File: src/rtl/tmp_pkg.sv
// Shared types, defaults and helpers for the temperature-sensor decimator.
package tmp_pkg;

  // Default build: 1024 decisions per window, 16 settling decisions dropped.
  localparam int N_LOG2_DEF  = 10;
  localparam int DISCARD_DEF = 16;

  // Widest code any legal build can produce (N_LOG2 up to 14, plus one bit).
  localparam int MAX_CODE_W  = 15;

  typedef enum logic [1:0] {
    ST_IDLE   = 2'd0,
    ST_SETTLE = 2'd1,
    ST_ACCUM  = 2'd2,
    ST_OUT    = 2'd3
  } state_e;

  // max(a - b, 0); callers zero-extend into and truncate out of MAX_CODE_W.
  function automatic logic [MAX_CODE_W-1:0] sat_sub(
    input logic [MAX_CODE_W-1:0] a,
    input logic [MAX_CODE_W-1:0] b
  );
    return (a >= b) ? (a - b) : '0;
  endfunction

endpackage

File: src/rtl/tmp_decim_cnt.sv
// Strobe-qualified counter: advances on en_i, wraps to zero after LAST,
// and flags the terminal value so the owner can act on that same strobe.
module tmp_decim_cnt #(
  parameter int W    = 4,
  parameter int LAST = 15
) (
  input  logic clk,
  input  logic reset_n,
  input  logic clr_i,
  input  logic en_i,
  output logic tc_o
);

  localparam logic [W-1:0] LAST_V = W'(LAST);

  logic [W-1:0] cnt_q;

  // Count register with synchronous reset and clear; wraps on the terminal strobe.
  // NOTE: sequential state uses non-blocking assignments so every flop samples
  // pre-edge values, independent of block evaluation order.
  always_ff @(posedge clk) begin
    if (!reset_n) begin
      cnt_q <= '0;
    end else if (clr_i) begin
      cnt_q <= '0;
    end else if (en_i) begin
      cnt_q <= (cnt_q == LAST_V) ? '0 : cnt_q + 1'b1;
    end
  end

  assign tc_o = (cnt_q == LAST_V);

endmodule

File: src/rtl/tmp_decim.sv
// Sinc1 decimator for the temperature-sensor comparator bitstream: drops a
// settling prefix, counts ones over 2^N_LOG2 decisions, subtracts a latched
// offset with saturation and presents the code on a valid/ready handshake.
module tmp_decim
  import tmp_pkg::*;
#(
  parameter int N_LOG2  = N_LOG2_DEF,
  parameter int DISCARD = DISCARD_DEF,
  parameter int CODE_W  = N_LOG2 + 1
) (
  input  logic              clk,
  input  logic              reset_n,
  input  logic              start,
  input  logic              continuous,
  input  logic              cmp,
  input  logic              cmp_strobe,
  input  logic [CODE_W-1:0] offset,
  output logic [CODE_W-1:0] code,
  output logic              valid,
  input  logic              ready,
  output logic              busy,
  output logic              overrun,
  input  logic              clr_overrun
);

  // Settling counter only needs to reach DISCARD-1; keep at least one bit.
  localparam int DISC_W    = (DISCARD > 1) ? $clog2(DISCARD) : 1;
  localparam int DISC_LAST = (DISCARD > 0) ? DISCARD - 1 : 0;
  localparam int DEC_LAST  = (1 << N_LOG2) - 1;

  // Conversions skip SETTLE entirely when there is no prefix to drop.
  localparam state_e FIRST_STATE = (DISCARD > 0) ? ST_SETTLE : ST_ACCUM;

  state_e            state_q, state_d;
  logic [CODE_W-1:0] ones_q, ones_d;
  logic [CODE_W-1:0] code_q, code_d;
  logic [CODE_W-1:0] offset_q, offset_d;
  logic              overrun_q, overrun_d;

  logic              disc_tc, dec_tc;
  logic              disc_en, dec_en;
  logic              cnt_clr;
  logic [CODE_W-1:0] ones_sum;

  assign disc_en  = cmp_strobe && (state_q == ST_SETTLE);
  assign dec_en   = cmp_strobe && (state_q == ST_ACCUM);
  // Holding counters clear in IDLE leaves every fresh conversion at zero.
  assign cnt_clr  = (state_q == ST_IDLE);
  // Cannot overflow: at most 2^N_LOG2-1 ones before the final add.
  assign ones_sum = ones_q + {{(CODE_W-1){1'b0}}, cmp};

  tmp_decim_cnt #(
    .W    (DISC_W),
    .LAST (DISC_LAST)
  ) u_disc_cnt (
    .clk     (clk),
    .reset_n (reset_n),
    .clr_i   (cnt_clr),
    .en_i    (disc_en),
    .tc_o    (disc_tc)
  );

  tmp_decim_cnt #(
    .W    (N_LOG2),
    .LAST (DEC_LAST)
  ) u_dec_cnt (
    .clk     (clk),
    .reset_n (reset_n),
    .clr_i   (cnt_clr),
    .en_i    (dec_en),
    .tc_o    (dec_tc)
  );

  // Next-state, accumulator, result and overrun logic.
  // NOTE: every signal gets a default before the case so no path leaves a
  // value unassigned, which would otherwise infer a latch.
  always_comb begin
    state_d   = state_q;
    ones_d    = ones_q;
    code_d    = code_q;
    offset_d  = offset_q;
    overrun_d = overrun_q;

    if (clr_overrun) begin
      overrun_d = 1'b0;
    end

    case (state_q)
      ST_IDLE: begin
        if (start) begin
          offset_d = offset;
          state_d  = FIRST_STATE;
        end
      end
      ST_SETTLE: begin
        if (cmp_strobe && disc_tc) begin
          state_d = ST_ACCUM;
        end
      end
      ST_ACCUM: begin
        if (cmp_strobe) begin
          if (dec_tc) begin
            code_d  = CODE_W'(sat_sub(MAX_CODE_W'(ones_sum), MAX_CODE_W'(offset_q)));
            ones_d  = '0;
            state_d = ST_OUT;
          end else begin
            ones_d = ones_sum;
          end
        end
      end
      ST_OUT: begin
        // A decision arriving while the result is unread is lost; flag it.
        // Placed after the clear so a same-cycle set wins.
        if (cmp_strobe) begin
          overrun_d = 1'b1;
        end
        if (ready) begin
          state_d = continuous ? FIRST_STATE : ST_IDLE;
        end
      end
      default: state_d = ST_IDLE;
    endcase
  end

  // State and datapath registers with synchronous active-low reset.
  always_ff @(posedge clk) begin
    if (!reset_n) begin
      state_q   <= ST_IDLE;
      ones_q    <= '0;
      code_q    <= '0;
      offset_q  <= '0;
      overrun_q <= 1'b0;
    end else begin
      state_q   <= state_d;
      ones_q    <= ones_d;
      code_q    <= code_d;
      offset_q  <= offset_d;
      overrun_q <= overrun_d;
    end
  end

  assign code    = code_q;
  assign valid   = (state_q == ST_OUT);
  assign busy    = (state_q == ST_SETTLE) || (state_q == ST_ACCUM);
  assign overrun = overrun_q;

endmodule

File: config.mk
export PLATFORM = sky130hd
export DESIGN_NAME = tmp_decim
export DESIGN_NICKNAME = d
export VERILOG_FILES = /design/src/rtl/tmp_pkg.sv /design/src/rtl/tmp_decim_cnt.sv /design/src/rtl/tmp_decim.sv
export SDC_FILE = /design/constraint.sdc
export NUM_CORES = 1
export LEC_CHECK = 0
export BUFFER_PORTS_ARGS = -buffer_cell sky130_fd_sc_hd__buf_4
export CAP_MARGIN = 15
export CORE_AREA = 2 2 73 75
export DETAILED_ROUTE_END_ITERATION = 8
export DIE_AREA = 0 0 75 77
export GPL_ROUTABILITY_DRIVEN = 0
export GPL_TIMING_DRIVEN = 0
export PLACE_DENSITY = 0.88
export SLEW_MARGIN = 10
export SYNTH_ARGS = -nofsm -noshare
export SYNTH_HDL_FRONTEND = slang
export SYNTH_SLANG_ARGS = --single-unit
File: constraint.sdc
create_clock -name clk -period 3.7 [get_ports clk]
set_input_delay 0.555 -clock clk [delete_from_list [all_inputs] [get_ports clk]]
set_output_delay 0.555 -clock clk [all_outputs]
set_load 0.05 [all_outputs]
Yosys cells after proc, flatten, opt, wreduce, memory -nomap -nowiden
Index checks and enable logic that the tools add are counted.
Widths: inputs -> output; s select.
{"block": "op_classes", "addsub": 4, "multipliers": 0, "n_div": 0, "magnitude_cmp": 1, "n_eq_ne": 10, "n_shift": 0, "n_mux": 14, "n_bitwise": 1, "reduce_logical": 10}
{"cell": "$mux 11", "n": 2}
{"cell": "$add 11x1->11", "n": 1}
{"cell": "$ge 11x11->1", "n": 1}
{"cell": "$sub 11x11->11", "n": 1}
{"cell": "$add 10x1->10 const B", "n": 1}
{"cell": "$eq 10x10->1 const B", "n": 1}
{"cell": "$mux 10", "n": 1}
{"cell": "$mux 2", "n": 5}
{"cell": "$pmux 2 s4", "n": 1}
{"cell": "$ne 2x2->1 const B", "n": 3}
{"cell": "$reduce_and 5->1", "n": 1}
{"cell": "$add 4x1->4 const B", "n": 1}
{"cell": "$eq 2x2->1 const B", "n": 2}
{"cell": "$eq 4x4->1 const B", "n": 1}
{"cell": "$mux 1", "n": 4}
{"cell": "$mux 4", "n": 1}
{"cell": "$ne 2x1->1 const B", "n": 2}
{"cell": "$reduce_and 2->1", "n": 2}
{"cell": "$logic_and 1x1->1", "n": 3}
{"cell": "$reduce_and 3->1", "n": 1}
{"cell": "$eq 2x1->1 const B", "n": 1}
{"cell": "$logic_not 2->1", "n": 1}
{"cell": "$reduce_or 2->1", "n": 1}
{"cell": "$logic_or 1x1->1", "n": 1}
{"cell": "$not 1->1", "n": 1}
{"block": "word_totals", "regBits": 50, "latchBits": 0, "ramBits": 0, "rom_bits": 0, "inputBits": 19, "output_inout_bits": 14, "elab_cells": 47, "n_memories": 0}

Longest topological paths before layout
{"block": "logic_depth", "depth_word": 4, "ltp_mapped": 12, "mapped_depth_nobuf": 12}

Hierarchy
Synthesis repeated with hierarchy kept, for this count alone.
{"block": "hier_totals", "cells_unflattened": 343, "area_unflattened_um2": 2875.3}
{"module": "tmp_decim", "n_inst": 1, "cells_each": 270, "area_per_inst_um2": 2203.4}
{"module": "tmp_decim_cnt at u_dec_cnt", "n_inst": 1, "cells_each": 55, "area_per_inst_um2": 484.2}
{"module": "tmp_decim_cnt at u_disc_cnt", "n_inst": 1, "cells_each": 18, "area_per_inst_um2": 187.7}

Worst setup path before layout
No wires, ideal clock.
{"block": "synth_path", "kind": "input -> register", "from": "in cmp", "to": "reg code_q[2] (netlist: code[2])", "setup_ns": 0.123, "arrival_ns": 2.805, "t_required_ns": 3.577, "path_slack_ns": 0.773, "path_stages": 12, "n_path_buf": 1, "cell_sequence": "ha_1 -> ha_1 -> nand3_2 -> nor3_2 -> nand3_1 -> xnor2_1 -> ha_1 -> a21oi_1 -> o211ai_1 -> o2111ai_1 -> clkbuf_2 -> o21ai_0"}
{"block": "synth_between", "elab_chain_cells": 3, "elab_cells_between_ends": 4, "cone_classes": "add/sub: 2; order compare: 1; mux: 1"}
{"element": "start: declaration", "line": "tmp_decim.sv:15", "rtl": "input logic cmp,"}
{"element": "$add 11x1->11 (*)", "line": "tmp_decim.sv:50", "rtl": "assign ones_sum = ones_q + {{(CODE_W-1){1'b0}}, cmp};"}
{"element": "$sub 11x11->11 or $ge 11x11->1 (tied branches)", "line": "tmp_pkg.sv:23", "rtl": "return (a >= b) ? (a - b) : '0;"}
{"element": "$mux 11 (*)", "line": "tmp_pkg.sv:23"}
{"element": "end signal: assignment", "line": "tmp_decim.sv:136", "rtl": "code_q <= code_d;"}
{"element": "end: declaration", "line": "tmp_decim.sv:36", "rtl": "logic [CODE_W-1:0] code_q, code_d;"}
Every way passes the cells marked *; elsewhere a longest branch is shown, timed or not.
A chain may end at the register's enable or synchronous reset.

Final worst setup path
{"block": "layout_path", "from": "reg ones_q[0]", "to": "reg code_q[2] (netlist: code[2])"}
{"block": "layout_between", "elab_chain_cells": 3, "elab_cells_between_ends": 4, "cone_classes": "add/sub: 2; order compare: 1; mux: 1"}
{"element": "start: declaration", "line": "tmp_decim.sv:35", "rtl": "logic [CODE_W-1:0] ones_q, ones_d;"}
{"element": "start signal: assignment", "line": "tmp_decim.sv:135", "rtl": "ones_q <= ones_d;"}
{"element": "$add 11x1->11 (*)", "line": "tmp_decim.sv:50"}
{"element": "$sub 11x11->11 or $ge 11x11->1 (tied branches)", "line": "tmp_pkg.sv:23"}
{"element": "$mux 11 (*)", "line": "tmp_pkg.sv:23"}
Marks and branches as above.

==> results.cfg <==
[cts]
hold_buffers = 0
clkSinkCount = 50
cts_buffer_depth = 2
cts_tree = built
cts_root_buffer = clkbuf_8
post_cts_buffers = 0
numCtsBuffers = 5
htreeDepth = 2
clk_pin_slew_ns = 0.09
cts_resized = 0
insertion_delay_ns = 0.31

[detailed_routing]
wire_per_inst_um = 12.97
ant_nets = 0
first_iter_violations = 161
finalWirelength_um = 5980
routed_via_density = 5.462
drc = 0
vias = 2518
dr.pass1.iters = 4

[yosys]
netlist_area_mm2 = 0.002838
ys.flop_type = dfxtp_1
syn_avg_cell_area_um2 = 8.039
ys_types = 47
syn_nets = 393
yosysSeqAreaShare_pct = 35.27
synth_cells = 353
synth_edf_count = 0
yosys_warnings = 0
ys_ff_latch = 50
synthArstFlopShare_pct = 0

[setup_path]
critPathKind = reg2reg
worstReg2RegEnd = code[2]$_SDFFE_PN0P_
endpoint = code[2]$_SDFFE_PN0P_
cp.required_ns = 3.90
critPathMaxFanout = 10
arrival_ns = 3.41
worst-path-stages = 12
critPathTopFamily = adder cells
reg2reg_setup_slack_ns = 0.49
critical_path.startpoint = ones_q[0]$_SDFFE_PN0P_
slowest_stage = dfxtp_1
worst-path-buf-inv = 1
crit_top_cell = ha_1
end_kind = register
r2r_start = ones_q[0]$_SDFFE_PN0P_
start_kind = register
path_cells = ha_1, ha_1, nand3_2, nor3_2, nand3_1, xnor2_1, ha_1, a21oi_1, o211ai_1, o2111ai_1, clkbuf_2, o21ai_0
r2r_cells = 12
crit_path_max_incr_delay_ns = 0.34

[power_and_ir_drop]
p_per_area_mw_per_mm2 = 450.1
ir_worst_vdd_v = 0.0004963
p_leak_nw = 1.285

[sta]
finalCriticalPeriod_ns = 3.214
fin_skew_ns = 0.005885
whs_ns = 0.4580
setup_viol = 0
slew_headroom_pct = 56.80
hold_viol = 0
drv_slew = 0
fmax_ghz = 0.3111
tightest_slew_ns = 0.6456
tns_ns = 0
period_share_pct = 86.87
rsz0062_at_grt = no

[place]
placedCellCount = 453
portBuffers = 30
post-dp-hpwl_um = 4543
dpl-instance-area_mm2 = 0.003151

[global_route]
first_global_vias = 2473
grt_usage_pct = 22.35
antenna_found_initial = 0
grt_max_degree = 15
overflow = 0
grt_pass1_wl_um = 10370

[final_layout]
drive_gt1_share_pct = 11.51
instances_no_fill = 461
antenna_cells = 0
final_net_count = 430
design_area_mm2 = 0.003242
areaGrowthSynthToFinish_pct = 14.24

[run]
drv_cap = 0

[floorplanning]
coreArea_mm2 = 0.004977
num_rows = 26
fp.dieH_um = 77
dieArea_mm2 = 0.005775
io_pins = 33
die_w_um = 75
start_util_pct = 57.01

[run_status]
status = complete, no violations

[hold_path]
min_path_type = reg2reg
## kinds of logic (layout without fill, tap and decap cells)
kind of cell	after synthesis	after routing	synth area share [%]
compound gates	88	88	19.40
xor+xnor	22	22	6.790
fa+ha+maj	21	21	9.524
buf+inv	30	68	4.145
flops	50	50	35.27
mux	1	1	0.3527
simple gates	141	141	24.51
## registers in the layout, summed over array words and instances (netlist names)
register and flops:
offset_q 11, u_disc_cnt.cnt_q 4, overrun 1, u_dec_cnt.cnt_q 10
state_q 2, code 11, ones_q 11
## cells in the final DEF (no fill, tap or decap), types with 2 or more instances in the layout
cell | netlist | layout
a311oi_1 | 2 | 2
nand2b_1 | 5 | 5
o31ai_1 | 3 | 3
xor2_1 | 12 | 12
a21oi_1 | 21 | 21
dfxtp_1 | 50 | 50
nand3b_1 | 2 | 2
nand3_2 | 2 | 2
nand4_1 | 4 | 4
o211ai_1 | 3 | 3
a22oi_1 | 5 | 5
xnor2_1 | 10 | 10
or3_1 | 4 | 4
o21a_1 | 3 | 3
nor4_1 | 2 | 2
nor2b_1 | 9 | 9
nand2_1 | 64 | 64
a21boi_0 | 15 | 15
nor2_1 | 19 | 19
clkbuf_8 | 0 | 6
a21o_1 | 2 | 2
clkbuf_1 | 10 | 11
nor3_1 | 5 | 5
buf_4 | 1 | 31
inv_1 | 18 | 18
nand3_1 | 9 | 9
and2_1 | 7 | 7
ha_1 | 20 | 20
o21ai_0 | 27 | 27
## worst min-delay path by stage
stage                               from                         to  cells after the start
2_1_floorplan  offset_q[10]$_SDFFE_PN0P_  offset_q[10]$_SDFFE_PN0P_                      2
3_3_place_gp        code[8]$_SDFFE_PN0P_       code[8]$_SDFFE_PN0P_                      2
3_5_place_dp        code[7]$_SDFFE_PN0P_       code[7]$_SDFFE_PN0P_                      2
4_1_cts             code[7]$_SDFFE_PN0P_       code[7]$_SDFFE_PN0P_                      2
5_1_grt             code[6]$_SDFFE_PN0P_       code[6]$_SDFFE_PN0P_                      2
6_report            code[8]$_SDFFE_PN0P_       code[8]$_SDFFE_PN0P_                      2
## metal layers
metal	share of wire, %	GRT usage [%]
met2	48	36.14
met1	46	29.01
met3	4.1	3.942
met4	1.9	8.750
met5	0	0
## stage by stage
stage / setup WS, ns / utilization, % / power [W]
floorplan: 0.7726 / - / 0.001014
global placement: 0.2766 / 63.30 / 0.001117
finish: 0.4859 / 65.13 / 0.001459
detailed placement: 0.1875 / 63.30 / 0.001136
CTS: 0.4817 / 65.13 / 0.001463
global route: 0.1475 / 65.13 / 0.001555
## report_power, final
part | total [W] | internal (W) | leakage [nW] | switching (W)
sequential | 0.000598 | 0.000573 | 0.405 | 0.0000256
clock | 0.000330 | 0.000151 | 0.0482 | 0.000179
combinational | 0.000531 | 0.000207 | 0.832 | 0.000324
## cell type report
class | instances | area [um^2]
Timing Repair Buffer | 30 | 225.2
Tap cell | 70 | 87.58
Clock inverter | 1 | 5.005
Inverter | 18 | 67.56
Buffer | 12 | 50.05
Fill cell | 460 | 1735
Clock buffer | 7 | 86.33
Sequential cell | 50 | 1001
Multi-Input combinational cell | 273 | 1719
## worst min-delay path: stages, from the launching register on
cell and delay, ns:
dfxtp_1 0.33, nand2_1 0.04, o21ai_0 0.05
## cells in the mapped netlist (4+ instances only)
master / instances / area (um^2)
nand3_1: 9 / 45.04
o21ai_0: 27 / 135.1
nand2_1: 64 / 240.2
or3_1: 4 / 25.02
nand4_1: 4 / 25.02
dfxtp_1: 50 / 1001
nor2b_1: 9 / 56.30
nor2_1: 19 / 71.32
xor2_1: 12 / 105.1
ha_1: 20 / 250.2
nor3_1: 5 / 25.02
inv_1: 18 / 67.56
xnor2_1: 10 / 87.58
nand2b_1: 5 / 31.28
and2_1: 7 / 43.79
a21boi_0: 15 / 112.6
a22oi_1: 5 / 37.54
clkbuf_1: 10 / 37.54
a21oi_1: 21 / 105.1
(Power assumes the default switching activity.)
